**src/rtl/macro_wb_pkg.sv**
```systemverilog
// rtl/macro_wb_pkg.sv - shared states, register offsets and error codes for macro_wb_mux
package macro_wb_pkg;

  typedef enum logic [1:0] {
    ST_IDLE,
    ST_FWD,
    ST_RESP
  } state_t;

  localparam logic [31:0] REG_IO_SEL   = 32'h0000_0000;
  localparam logic [31:0] REG_LA_SEL   = 32'h0000_0004;
  localparam logic [31:0] REG_IRQ_MASK = 32'h0000_0008;
  localparam logic [31:0] REG_STATUS   = 32'h0000_000C;

  localparam logic [3:0] LOCAL_SLOT = 4'd15;
  localparam logic [3:0] SEL_NONE   = 4'd15;

  localparam logic [31:0] ERR_TIMEOUT  = 32'hDEAD_0000;
  localparam logic [31:0] ERR_UNMAPPED = 32'hBADA_DD00;

endpackage

```
**src/rtl/macro_wb_mux_out.sv**
```systemverilog
// rtl/macro_wb_mux_out.sv - registered select-or-default mux over N packed lanes
module macro_out_mux #(
  parameter int           W       = 38,
  parameter int           N       = 3,
  parameter logic [W-1:0] DEFAULT = '0
) (
  input  logic           i_clk,
  input  logic           i_rst,
  input  logic [3:0]     i_sel,
  input  logic [W*N-1:0] i_data,
  output logic [W-1:0]   o_data
);

  logic [W-1:0] r_data;
  logic [W-1:0] w_next;

  // any select value without a matching lane falls through to DEFAULT
  always_comb begin
    w_next = DEFAULT;
    for (int i = 0; i < N; i++) begin
      if (i_sel == i[3:0]) w_next = i_data[i*W +: W];
    end
  end

  always_ff @(posedge i_clk) begin
    if (i_rst) r_data <= DEFAULT;
    else       r_data <= w_next;
  end

  assign o_data = r_data;

endmodule

```
**src/rtl/macro_wb_mux.sv**
```systemverilog
// rtl/macro_wb_mux.sv - Wishbone slot decoder/forwarder with local IO/LA/IRQ routing registers
module macro_wb_mux
  import macro_wb_pkg::*;
#(
  parameter int N_MACROS = 3,
  parameter int SLOT_LSB = 20,
  parameter int TIMEOUT  = 255,
  parameter int IO_W     = 38
) (
  input  logic                       wb_clk_i,
  input  logic                       wb_rst_i,
  input  logic                       wbs_stb_i,
  input  logic                       wbs_cyc_i,
  input  logic                       wbs_we_i,
  input  logic [3:0]                 wbs_sel_i,
  input  logic [31:0]                wbs_dat_i,
  input  logic [31:0]                wbs_adr_i,
  output logic                       wbs_ack_o,
  output logic [31:0]                wbs_dat_o,
  output logic [N_MACROS-1:0]        m_stb_o,
  output logic [N_MACROS-1:0]        m_cyc_o,
  output logic                       m_we_o,
  output logic [3:0]                 m_sel_o,
  output logic [31:0]                m_dat_o,
  output logic [31:0]                m_adr_o,
  input  logic [N_MACROS-1:0]        m_ack_i,
  input  logic [32*N_MACROS-1:0]     m_dat_i,
  input  logic [IO_W*N_MACROS-1:0]   m_io_out_i,
  input  logic [IO_W*N_MACROS-1:0]   m_io_oeb_i,
  input  logic [128*N_MACROS-1:0]    m_la_out_i,
  input  logic [3*N_MACROS-1:0]      m_irq_i,
  output logic [IO_W-1:0]            io_out,
  output logic [IO_W-1:0]            io_oeb,
  output logic [127:0]               la_data_out,
  output logic [2:0]                 user_irq
);

  localparam int          CW       = (TIMEOUT > 1) ? $clog2(TIMEOUT) : 1;
  localparam int          MW       = 3 * N_MACROS;
  localparam int          MWB      = (MW < 32) ? MW : 32;
  localparam logic [CW-1:0] CNT_LAST = CW'(TIMEOUT - 1);
  localparam logic [3:0]  N_SLOT   = 4'(N_MACROS);
  localparam logic [31:0] OFF_MASK = (32'd1 << SLOT_LSB) - 32'd1;

  state_t                r_state, w_state_next;
  logic [3:0]            r_slot, w_slot_next;
  logic [CW-1:0]         r_cnt, w_cnt_next;
  logic                  r_ack;
  logic [31:0]           r_dat, w_dat_next;
  logic [N_MACROS-1:0]   r_stb, w_stb_next;
  logic                  r_we;
  logic [3:0]            r_sel;
  logic [31:0]           r_mdat, r_madr;
  logic [3:0]            r_io_sel, w_io_sel_next;
  logic [3:0]            r_la_sel, w_la_sel_next;
  logic [MW-1:0]         r_irq_mask, w_mask_next;
  logic                  r_to, w_to_next;
  logic [3:0]            r_to_slot, w_to_slot_next;
  logic [2:0]            r_irq, w_irq;
  logic                  w_capture;

  logic [3:0]            w_slot;
  logic [31:0]           w_off;
  logic                  w_req;
  logic                  w_ack;
  logic [31:0]           w_mdat;
  logic [31:0]           w_local_rdata;
  logic [MW-1:0]         w_irq_m;

  assign w_slot = wbs_adr_i[SLOT_LSB+3:SLOT_LSB];
  assign w_off  = wbs_adr_i & OFF_MASK;
  assign w_req  = wbs_cyc_i & wbs_stb_i;

  always_comb begin
    w_ack  = 1'b0;
    w_mdat = '0;
    for (int i = 0; i < N_MACROS; i++) begin
      if (r_slot == i[3:0]) begin
        w_ack  = m_ack_i[i];
        w_mdat = m_dat_i[32*i +: 32];
      end
    end
  end

  always_comb begin
    w_local_rdata = '0;
    case (w_off)
      REG_IO_SEL:   w_local_rdata = {28'd0, r_io_sel};
      REG_LA_SEL:   w_local_rdata = {28'd0, r_la_sel};
      REG_IRQ_MASK: for (int b = 0; b < MWB; b++) w_local_rdata[b] = r_irq_mask[b];
      REG_STATUS:   w_local_rdata = {24'd0, r_to_slot, 3'd0, r_to};
      default:      w_local_rdata = '0;
    endcase
  end

  always_comb begin
    w_state_next   = r_state;
    w_slot_next    = r_slot;
    w_cnt_next     = r_cnt;
    w_dat_next     = r_dat;
    w_io_sel_next  = r_io_sel;
    w_la_sel_next  = r_la_sel;
    w_mask_next    = r_irq_mask;
    w_to_next      = r_to;
    w_to_slot_next = r_to_slot;
    w_capture      = 1'b0;
    case (r_state)
      ST_IDLE: begin
        if (w_req) begin
          w_slot_next = w_slot;
          if (w_slot < N_SLOT) begin
            w_state_next = ST_FWD;
            w_cnt_next   = '0;
            w_capture    = 1'b1;
          end else begin
            w_state_next = ST_RESP;
            if (w_slot == LOCAL_SLOT) begin
              w_dat_next = w_local_rdata;
              if (wbs_we_i) begin
                case (w_off)
                  REG_IO_SEL: if (wbs_sel_i[0]) w_io_sel_next = wbs_dat_i[3:0];
                  REG_LA_SEL: if (wbs_sel_i[0]) w_la_sel_next = wbs_dat_i[3:0];
                  REG_IRQ_MASK:
                    for (int b = 0; b < MWB; b++) begin
                      if (wbs_sel_i[b/8]) w_mask_next[b] = wbs_dat_i[b];
                    end
                  REG_STATUS: if (wbs_sel_i[0] && wbs_dat_i[0]) w_to_next = 1'b0;
                  default: ;
                endcase
              end
            end else begin
              w_dat_next = ERR_UNMAPPED;
            end
          end
        end
      end
      ST_FWD: begin
        // an ack arriving on the last counted cycle still beats the timeout
        if (w_ack) begin
          w_state_next = ST_RESP;
          w_dat_next   = w_mdat;
        end else if (r_cnt == CNT_LAST) begin
          w_state_next   = ST_RESP;
          w_dat_next     = ERR_TIMEOUT | {28'd0, r_slot};
          w_to_next      = 1'b1;
          w_to_slot_next = r_slot;
        end else begin
          w_cnt_next = r_cnt + 1'b1;
        end
      end
      ST_RESP: w_state_next = ST_IDLE;
      default: w_state_next = ST_IDLE;
    endcase
  end

  always_comb begin
    for (int i = 0; i < N_MACROS; i++) begin
      w_stb_next[i] = (w_state_next == ST_FWD) && (w_slot_next == i[3:0]);
    end
  end

  assign w_irq_m = m_irq_i & r_irq_mask;

  always_comb begin
    w_irq = '0;
    for (int i = 0; i < N_MACROS; i++) w_irq = w_irq | w_irq_m[3*i +: 3];
  end

  always_ff @(posedge wb_clk_i) begin
    if (wb_rst_i) begin
      r_state    <= ST_IDLE;
      r_slot     <= '0;
      r_cnt      <= '0;
      r_ack      <= 1'b0;
      r_dat      <= '0;
      r_stb      <= '0;
      r_we       <= 1'b0;
      r_sel      <= '0;
      r_mdat     <= '0;
      r_madr     <= '0;
      r_io_sel   <= SEL_NONE;
      r_la_sel   <= SEL_NONE;
      r_irq_mask <= '0;
      r_to       <= 1'b0;
      r_to_slot  <= '0;
      r_irq      <= '0;
    end else begin
      r_state    <= w_state_next;
      r_slot     <= w_slot_next;
      r_cnt      <= w_cnt_next;
      r_ack      <= (w_state_next == ST_RESP);
      r_dat      <= w_dat_next;
      r_stb      <= w_stb_next;
      r_io_sel   <= w_io_sel_next;
      r_la_sel   <= w_la_sel_next;
      r_irq_mask <= w_mask_next;
      r_to       <= w_to_next;
      r_to_slot  <= w_to_slot_next;
      r_irq      <= w_irq;
      if (w_capture) begin
        r_we   <= wbs_we_i;
        r_sel  <= wbs_sel_i;
        r_mdat <= wbs_dat_i;
        r_madr <= wbs_adr_i;
      end
    end
  end

  assign wbs_ack_o = r_ack;
  assign wbs_dat_o = r_dat;
  assign m_stb_o   = r_stb;
  assign m_cyc_o   = r_stb;
  assign m_we_o    = r_we;
  assign m_sel_o   = r_sel;
  assign m_dat_o   = r_mdat;
  assign m_adr_o   = r_madr;
  assign user_irq  = r_irq;

  macro_out_mux #(.W(IO_W), .N(N_MACROS), .DEFAULT('0)) u_io_out (
    .i_clk(wb_clk_i), .i_rst(wb_rst_i), .i_sel(r_io_sel), .i_data(m_io_out_i), .o_data(io_out)
  );

  macro_out_mux #(.W(IO_W), .N(N_MACROS), .DEFAULT({IO_W{1'b1}})) u_io_oeb (
    .i_clk(wb_clk_i), .i_rst(wb_rst_i), .i_sel(r_io_sel), .i_data(m_io_oeb_i), .o_data(io_oeb)
  );

  macro_out_mux #(.W(128), .N(N_MACROS), .DEFAULT('0)) u_la (
    .i_clk(wb_clk_i), .i_rst(wb_rst_i), .i_sel(r_la_sel), .i_data(m_la_out_i), .o_data(la_data_out)
  );

endmodule

```
**config.mk**
```make
export PLATFORM = sky130hd
export DESIGN_NAME = macro_wb_mux
export DESIGN_NICKNAME = d
export VERILOG_FILES = /design/src/rtl/macro_wb_pkg.sv /design/src/rtl/macro_wb_mux_out.sv /design/src/rtl/macro_wb_mux.sv
export SDC_FILE = /design/constraint.sdc
export NUM_CORES = 1
export LEC_CHECK = 0
export CAP_MARGIN = 20
export CORE_AREA = 10 10 424 426
export CTS_CLUSTER_DIAMETER = 40
export DETAILED_ROUTE_END_ITERATION = 10
export DIE_AREA = 0 0 434 436
export GPL_ROUTABILITY_DRIVEN = 1
export MAX_ROUTING_LAYER = met4
export SLEW_MARGIN = 20
export SYNTH_ARGS = -nofsm -noshare
export SYNTH_HDL_FRONTEND = slang
export SYNTH_SLANG_ARGS = --single-unit
```
**constraint.sdc**
```tcl
create_clock -name wb_clk_i -period 3 [get_ports wb_clk_i]
set_clock_uncertainty 0.05 [all_clocks]
set_input_delay 0.3 -clock wb_clk_i [delete_from_list [all_inputs] [get_ports wb_clk_i]]
set_output_delay 0.3 -clock wb_clk_i [all_outputs]
set_load 0.01 [all_outputs]
```
==> results of run 1 <==
[layer usage]
layer | part of all wire [%] | up-vias
met1 | 32 | 9011
li1 | - | 8226
met4 | 3.8 | 0
met3 | 9.7 | 413
met2 | 54 | 1157
met5 | 0 | -
[critical path: cells and delay by family, from the launching register on]
| family | cells | cell delay (ns) |
|---|---|---|
| multiplexers | 1 | 0.32 |
| flip-flops | 1 | 0.54 |
| AND/OR/NAND/NOR | 2 | 0.78 |
| AO/OA/AOI/OAI | 2 | 0.69 |
[worst max path at each step]
stage                   from           end  slack [ns]
2_1_floorplan      r_slot[3]  wbs_dat_o[8]        0.93
3_3_place_gp   wbs_adr_i[10]  wbs_dat_o[6]       -0.29
3_5_place_dp   wbs_adr_i[10]  wbs_dat_o[6]       -0.32
4_1_cts           m_adr_o[8]    m_adr_o[8]        0.44
5_1_grt            r_slot[0]    m_cyc_o[2]        0.31
6_report           r_slot[0]    m_cyc_o[2]        0.50
[sequential cells by signal (all words and copies together) (netlist names)]
signal	flops
u_la.o_data	128
u_io_oeb.o_data	38
u_io_out.o_data	38
m_adr_o	32
m_dat_o	32
wbs_dat_o	32
r_irq_mask	9
r_cnt	8
m_sel_o	4
r_io_sel	4
r_la_sel	4
r_slot	4
r_to_slot	4
m_cyc_o	3
user_irq	3
r_state	2
m_we_o	1
r_to	1
wbs_ack_o	1
[cells by family (layout without fill, tap and decap cells)]
| family | count (synthesis) | in the layout | share of synthesized area, % |
|---|---|---|---|
| XOR/XNOR | 2 | 2 | 0.125 |
| AO/OA/AOI/OAI | 471 | 471 | 24.8 |
| flip-flops | 348 | 348 | 49.8 |
| AND/OR/NAND/NOR | 539 | 539 | 16.6 |
| other | 0 | 92 | 0 |
| adder cells (fa/ha/maj) | 2 | 2 | 0.179 |
| buffers and inverters | 154 | 1338 | 4.51 |
| multiplexers | 56 | 56 | 4.05 |
[layout make-up]
cell class,instances,area (µm²)
diodes,92,230
clock buffers,103,2370
clock inverters,63,781
fillers,19000,140000
inverters,2,7.51
multi-input cells,1070,6440
flip-flops and latches,348,6970
well taps,2233,2790
repair buffers,1170,11700
[where the power goes]
part	switching, mW	internal [mW]	leakage [nW]
Clock	3.66	6.61	1.54
Sequential	0.0381	4.68	2.81
Combinational	0.670	1.12	6.28
[what timing repair did]
item,in CTS,in global routing
buffers inserted,0,0
endpoints found under the hold margin,9,0
hold buffers,7,0
[placed cells by master (no fill, tap or decap), types with 8 or more instances in the layout]
cell             netlist  routed
o21bai_1              39      39
inv_6                  0      10
a22oi_1               41      41
o22ai_1               41      41
clkdlybuf4s50_1        0    1106
nor2_1               224     224
a21oi_1              135     135
diode_2                0      92
o21ai_0               36      36
clkinv_2               0      18
nor2b_1               14      13
bufinv_16              0      10
nor3_1                18      18
a211o_1               11      11
buf_12                 0      12
nand3_1                8       8
dfxtp_1              348     347
clkbuf_16              0      90
buf_4                  5      44
a222oi_1             131     131
mux2i_1               51      51
nand2_1              224     222
[stage by stage]
step | power, mW | std cells | instance area (µm²)
global placement | 6.57 | 4816 | 27900
floorplan | 5.12 | 1572 | 14000
detailed placement | 6.59 | 4816 | 27900
global route | 17.3 | 5067 | 31300
CTS | 17.1 | 4989 | 31100
finish | 16.8 | 5081 | 31300
==> flow_summary.json, run 1 <==
{
  "outcome": "completed",
  "tritoncts": "built",
  "rows": 152,
  "synth_edf_count": 0,
  "grt-busiest-layer": "met2",
  "rr_worst_depth": 5,
  "dp_slack_ns": -0.320,
  "coreArea_um2": 171000,
  "clk_latency_ns": 0.72,
  "rrSetupSlack_ns": 0.50,
  "die_h_um": 436,
  "fin_crit_ns": 2.50,
  "synth_cell_type_count": 59,
  "routed_wl_mm": 168,
  "use_met2_pct": 32.8,
  "clock-root-buffer": "clkbuf_16",
  "cap_violations": 0,
  "p_per_area_nw_per_um2": 536,
  "relSlewSlack_pct": 42.5,
  "clkSinkCount": 348,
  "place_congestion": 0.950,
  "areaGrowthSynthToFinish_pct": 124,
  "vias": 18800,
  "worstMarginPinSlew_ns": 0.862,
  "grt_usage_pct": 17.5,
  "path_max_fanout": 10,
  "clk_pin_slew_ns": 0.06,
  "hold_slack_ns": 0.0908,
  "tns_ns": 0,
  "yosysTopAreaCell": "dfxtp_1",
  "path_class": "reg2reg",
  "yosysTopAreaCellShare_pct": 49.8,
  "synthFlopType": "dfxtp_1",
  "firstDrtPassIters": 10,
  "ys_ff_latch": 348,
  "drtAntennaViolNets": 0,
  "rsz0062_at_grt": "false",
  "die_area_um2": 189000,
  "reg2reg_to": "m_cyc_o[2]",
  "worstHoldStart": "m_io_out_i[35]",
  "syn_nets": 2367,
  "utilization_pct": 18.3,
  "report.final.slew_viol_count": 0,
  "wl_per_cell_um": 33.2,
  "post_drt_via_cell_ratio": 3.70,
  "whs_endpoint": "u_io_out.o_data[35]",
  "grt_start_max_net_pins": 95,
  "synth_most_common_cell": "dfxtp_1",
  "synth-warning-count": 0,
  "fin_nets": 3477,
  "die_x_um": 434,
  "grt_pass1_vias": 18800,
  "critPathRequiredTime_ns": 3.55,
  "drt_iter0_markers": 1796,
  "cp_slowest_stage_delay_ns": 0.57,
  "drc": 0,
  "syn_area_per_cell_um2": 8.90,
  "met1_usage_pct": 15.8,
  "initial_core_util_pct": 8.19,
  "grt_pass1_wl_mm": 209,
  "synthCells": 1572,
  "cp_cell_sequence": "mux2i_1, o22a_1, a31oi_2, or4_1, nor3b_1",
  "antenna_found_initial": 227,
  "finalSetupViolCount": 0,
  "grt_remaining_overflow": 0,
  "ys_top_cells_by_area": "dfxtp_1 50%, a222oi_1 9.4%, nand2_1 6.0%",
  "setup_ws_ns": 0.499,
  "fmax_ghz": 0.400,
  "p_leak_nw": 10.6,
  "syn_area_um2": 14000,
  "dpl.hpwl_mm": 146,
  "min_path_type": "in2reg",
  "use_met3_pct": 7.17,
  "hold_viol": 0,
  "yosys-top-cells-count": "348 x dfxtp_1, 224 x nand2_1, 224 x nor2_1, 135 x a21oi_1, 131 x a222oi_1",
  "slowest_stage": "or4_1",
  "cts-resized-gates": 0,
  "r2r-start": "r_slot[0]",
  "portBuffers": 1107,
  "numCtsBuffers": 90,
  "period_share_pct": 83.4,
  "htree_num_levels": 3,
  "synth-seq-area-share_pct": 49.8,
  "drive_above_1_share_pct": 9.00,
  "pin_count": 1108,
  "arrival_ns": 3.05,
  "ys_async_sr_fraction_pct": 0,
  "cts.path.max_buffers": 3,
  "worst_ir_drop_vdd_mv": 0.387,
  "start_kind": "flip-flop",
  "hold_depth": 3,
  "cp-end-kind": "flip-flop"
}
No activity file was read; power rests on OpenSTA's default activity.
==> inputs of run 2 (changes only) <==
- clock period: 3 -> 2.35 ns (I/O delays scaled with it)
==> flow_summary.json, run 2 (synthesis gave the netlist of run 1 again) <==
{
  "placed_cells": 4871,
  "layout_commonest_cell": "clkdlybuf4s50_1",
  "grt_pass1_vias": 19100,
  "pin_count": 1108,
  "p_per_area_nw_per_um2": 659,
  "coreArea_um2": 171000,
  "die_area_um2": 189000,
  "endpoint": "wbs_dat_o[8]",
  "relSlewSlack_pct": 54.4,
  "numCtsBuffers": 89,
  "largest_register_ffs": 128,
  "die_h_um": 436,
  "final_cell_mix": "1103 x clkdlybuf4s50_1, 347 x dfxtp_1, 224 x nor2_1",
  "wl_per_cell_um": 32.5,
  "grt_remaining_overflow": 0,
  "initial_core_util_pct": 8.19,
  "cap_violations": 0,
  "worst_ir_drop_vdd_mv": 0.503,
  "fin_crit_ns": 2.24,
  "drive_above_1_share_pct": 10.5,
  "die_x_um": 434,
  "fmax_ghz": 0.447,
  "portBuffers": 1107,
  "antenna_found_initial": 234,
  "drc": 0,
  "finalNonFillerCells": 5204,
  "vias": 19300,
  "worstMarginPinSlew_ns": 0.683,
  "firstDrtPassIters": 10,
  "period_share_pct": 95.3,
  "grt_usage_pct": 17.5,
  "cp-end-kind": "flip-flop",
  "htree_num_levels": 3,
  "startpoint": "r_slot[3]",
  "r2r-start": "r_slot[3]",
  "finalSetupViolCount": 0,
  "path_class": "reg2reg",
  "arrival_ns": 2.82,
  "dpl.hpwl_mm": 147,
  "clk_pin_slew_ns": 0.05,
  "min_path_type": "in2reg",
  "tritoncts": "built",
  "path_max_fanout": 12,
  "p_leak_nw": 11.3,
  "drtAntennaViolNets": 0,
  "rrSetupSlack_ns": 0.11,
  "areaGrowthSynthToFinish_pct": 133,
  "drt_iter0_markers": 2012,
  "dp_slack_ns": -0.770,
  "fin_nets": 3608,
  "grt_start_max_net_pins": 107,
  "outcome": "completed",
  "clock-root-buffer": "clkbuf_16",
  "rr_worst_depth": 8,
  "start_kind": "flip-flop",
  "grt_pass1_wl_mm": 210,
  "tns_ns": 0,
  "clk_latency_ns": 0.71,
  "routed_wl_mm": 169,
  "rows": 152,
  "hold_viol": 0,
  "post_drt_via_cell_ratio": 3.71,
  "clkSinkCount": 348,
  "total_power_mw": 21.5,
  "place_congestion": 0.956,
  "report.final.slew_viol_count": 0,
  "setup_ws_ns": 0.111,
  "critPathRequiredTime_ns": 2.93,
  "cts.path.max_buffers": 3,
  "reg2reg_to": "wbs_dat_o[8]"
}
[run 2: cell count changes in the layout (fill, tap and decap cells not counted), sizes merged]
| cell | before | now |
|---|---|---|
| dlygate4sd3 | 7 | 82 |
| buf | 57 | 116 |
| clkbuf | 103 | 111 |
| clkinv | 29 | 22 |
| diode | 92 | 86 |
| inv | 19 | 13 |
| clkinvlp | 7 | 11 |
| clkdlybuf4s50 | 1106 | 1103 |
| bufinv | 10 | 9 |
[run 2: metal layers]
layer	track usage [%]	routed length (µm)
met1	16.0	53700
met5	-	0
met4	4.55	5090
met3	7.23	17700
met2	33.2	92600
[run 2: worst min-delay path by stage]
stage | slack (ns) | startpoint | cells after the start | end
3_3_place_gp | 0.39 | m_dat_o[23] | 2 | m_dat_o[23]
3_5_place_dp | 0.40 | m_dat_o[31] | 2 | m_dat_o[31]
4_1_cts | 0.0002 | m_io_oeb_i[13] | 3 | u_io_oeb.o_data[13]
6_report | 0.10 | wbs_adr_i[31] | 3 | m_adr_o[31]
2_1_floorplan | 0.30 | wbs_dat_i[0] | 1 | r_io_sel[0]
5_1_grt | 0.04 | m_io_oeb_i[0] | 3 | u_io_oeb.o_data[0]
[run 2: critical path, stage by stage, from the launching register on]
cell and delay (ns):
dfxtp_1 0.35, or3_1 0.40, o22a_1 0.30, buf_4 0.18
a311oi_4 0.35, buf_4 0.19, clkbuf_16 0.15, nor2_1 0.04
nor3_1 0.13
[run 2: repair_timing]
action,4_1_cts,5_1_grt
buffers inserted,0,1
resized for setup,0,4
hold buffers,82,0
hold endpoints to repair,108,0
setup endpoints to repair,0,11
[run 2: through the flow]
step | hold WS (ns) | util (%) | area, µm²
5_1_grt | 0.0392 | 19.1 | 32600
4_1_cts | 0.000178 | 18.9 | 32400
3_5_place_dp | 0.398 | 16.6 | 28400
3_3_place_gp | 0.390 | 16.6 | 28400
2_1_floorplan | 0.303 | - | 14000
6_report | 0.100 | 19.1 | 32700
[run 2: area by class of cell]
class / instances / area, µm²
Timing Repair Buffer: 1302 / 13100
Clock buffer: 110 / 2440
Inverter: 2 / 7.51
Fill cell: 18800 / 138000
Tap cell: 2233 / 2790
Sequential cell: 348 / 6970
Antenna cell: 86 / 215
Clock inverter: 53 / 724
Multi-Input combinational cell: 1070 / 6450
[run 2: report_power, final]
group | internal (mW) | switching (mW) | leakage [nW] | total, mW
sequential | 5.98 | 0.0449 | 2.81 | 6.02
clock | 8.43 | 4.60 | 1.52 | 13.0
combinational | 1.57 | 0.906 | 6.93 | 2.48
total | 16.0 | 5.55 | 11.3 | 21.5
==> RTL edit, RTL diff (settings of run 2) <==
Take the reset off `r_dat` and load it in a clocked block of its own.
--- a/src/rtl/macro_wb_mux.sv
+++ b/src/rtl/macro_wb_mux.sv
@@ -174,3 +174,2 @@
       r_ack      <= 1'b0;
-      r_dat      <= '0;
       r_stb      <= '0;
@@ -191,3 +190,2 @@
       r_ack      <= (w_state_next == ST_RESP);
-      r_dat      <= w_dat_next;
       r_stb      <= w_stb_next;
@@ -208,2 +206,6 @@
 
+  always_ff @(posedge wb_clk_i) begin
+    r_dat <= w_dat_next;
+  end
+
   assign wbs_ack_o = r_ack;
Behaviour: not the same (a bounded check fails within 4 cycles, from zero or initial values and one cycle with wb_rst_i high).
==> RTL edit against run 2 <==
- sequential cell count unchanged
- fmax decreased by 2.1%
- worst setup slack got worse by 49 ps
- final area decreased by 1.2%
- total power increased by 1.9%
- sequential share of layout area increased by 1.2 points
- routed wire length about the same
- synthesized area increased by 1.2%
- largest power group unchanged
==> RTL edit: results (changes against run 2) <==
metric	value	unit	change
status	finished clean		
port_buffers	1107		unchanged
ys_warn_count	0		unchanged
wl_per_cell	32.8	um	+1.0%
insertion_delay	680	ps	-30 ps
clockRootBuffer	clkbuf_16		
synthTopCellsByCount	dfxtp_1, nand2_1, a21oi_1		
seq_area_frac_synth	51.5	%	+1.7 points
drt_first_pass_iters	9		-1
synth_area_leaders	dfxtp_1, a21oi_1, nand2_1		
drive_above_1_share	10.7	%	+0.21 points
syn_nets	2389		+0.93%
worstPathArrival	2860	ps	+40 ps
clkTransAtPathRegs	50	ps	about the same
synth_edf_count	32		+32
vias	18700		-3.2%
grt_first_pass_wirelength	209	mm	-0.55%
layout.nets	3579		-0.80%
ys.flop_type	dfxtp_1		
p_leak	11.0	nW	-2.5%
place_area	28700	sq um	+0.98%
max-slew-margin-rel	34.4	%	-20 points
antenna_found_initial	132		-44%
syn_avg_cell_area	8.88	sq um	-0.21%
wl_met2	81.6	mm	-12%
dp_hpwl	147	mm	-0.32%
setup.worst_path.start_class	register		
ir_worst_vdd	0.449	mV	-11%
dpl.cell_count	4913		+0.86%
h-tree-depth	3		unchanged
grt_max_degree	70		-35%
clockBufferDepth	3		unchanged
wl_met1	63.5	mm	+18%
largest_register_ffs	128		unchanged
async_reset_ff_share	0	%	unchanged
track_usage	17.5	%	-0.056 points
met3_length	18.2	mm	+2.5%
worstPathMaxFanout	50		+38
dr.max_layer_used	met4		
gp_congestion	1.01		+5.5%
period_share	97.4	%	+2.1 points
numCtsBuffers	89		unchanged
fin_hold_ws	72.2	ps	-28.1 ps
pre_cts_ws	-57.7	ps	+712 ps
synth.distinct_cells	62		+5.1%
avgViaCountPerCell	3.63		-2.2%
drt-initial-drc-count	1851		-8.0%
min_path_type	in2reg		
==> RTL edit: path summary, 6_finish.rpt <==
kind	start	endpoint	cells after the start
max	r_la_sel[0]$_SDFFE_PP1P_	u_la.o_data[18]$_SDFF_PP0_	6
min	m_la_out_i[51]	u_la.o_data[51]$_SDFF_PP0_	3
max reg2reg	r_la_sel[0]$_SDFFE_PP1P_	u_la.o_data[18]$_SDFF_PP0_	6
min reg2reg	m_dat_o[9]$_SDFFE_PP0P_	m_dat_o[9]$_SDFFE_PP0P_	2
==> RTL edit: logic make-up after synthesis <==
group	share of synthesized area, %
mux	3.41
flops	51.5
simple gates	15.2
xor+xnor	0.124
buf+inv	4.51
fa+ha+maj	0.177
compound gates	25.1
==> RTL edit: what timing repair did <==
action                     4_1_cts  5_1_grt
resized for setup                0        3
hold buffers                    13        0
setup endpoints to repair        0        1
hold endpoints to repair        22        0
setup buffers                    0        0
==> RTL edit: layout make-up <==
cell class | instances | area, sq um
diodes | 61 | 153
clock buffers | 114 | 2480
clock inverters | 50 | 797
fillers | 18900 | 139000
inverters | 4 | 15.0
multi-input cells | 1100 | 6340
flip-flops and latches | 348 | 7290
well taps | 2233 | 2790
repair buffers | 1241 | 12400
==> RTL edit: routing by layer <==
metal / global-route usage, % / up-vias
met1: 18.8 / 8979
li1: - / 8305
met2: 29.3 / 1130
met3: 7.49 / 265
met4: 5.04 / 0
met5: - / -
==> RTL edit: critical path, stage by stage, from the launching register on <==
cell	delay, ps
dfxtp_1	400
nor4_2	420
buf_4	210
buf_12	210
nand2_1	120
a21oi_1	420
buf_4	230
==> RTL edit: power by group <==
part	leakage (nW)	switching, mW	total (mW)	internal (mW)
combinational	6.57	0.855	2.28	1.42
sequential	2.82	0.0398	6.10	6.06
clock	1.59	4.40	13.6	9.16
total	11.0	5.29	21.9	16.6
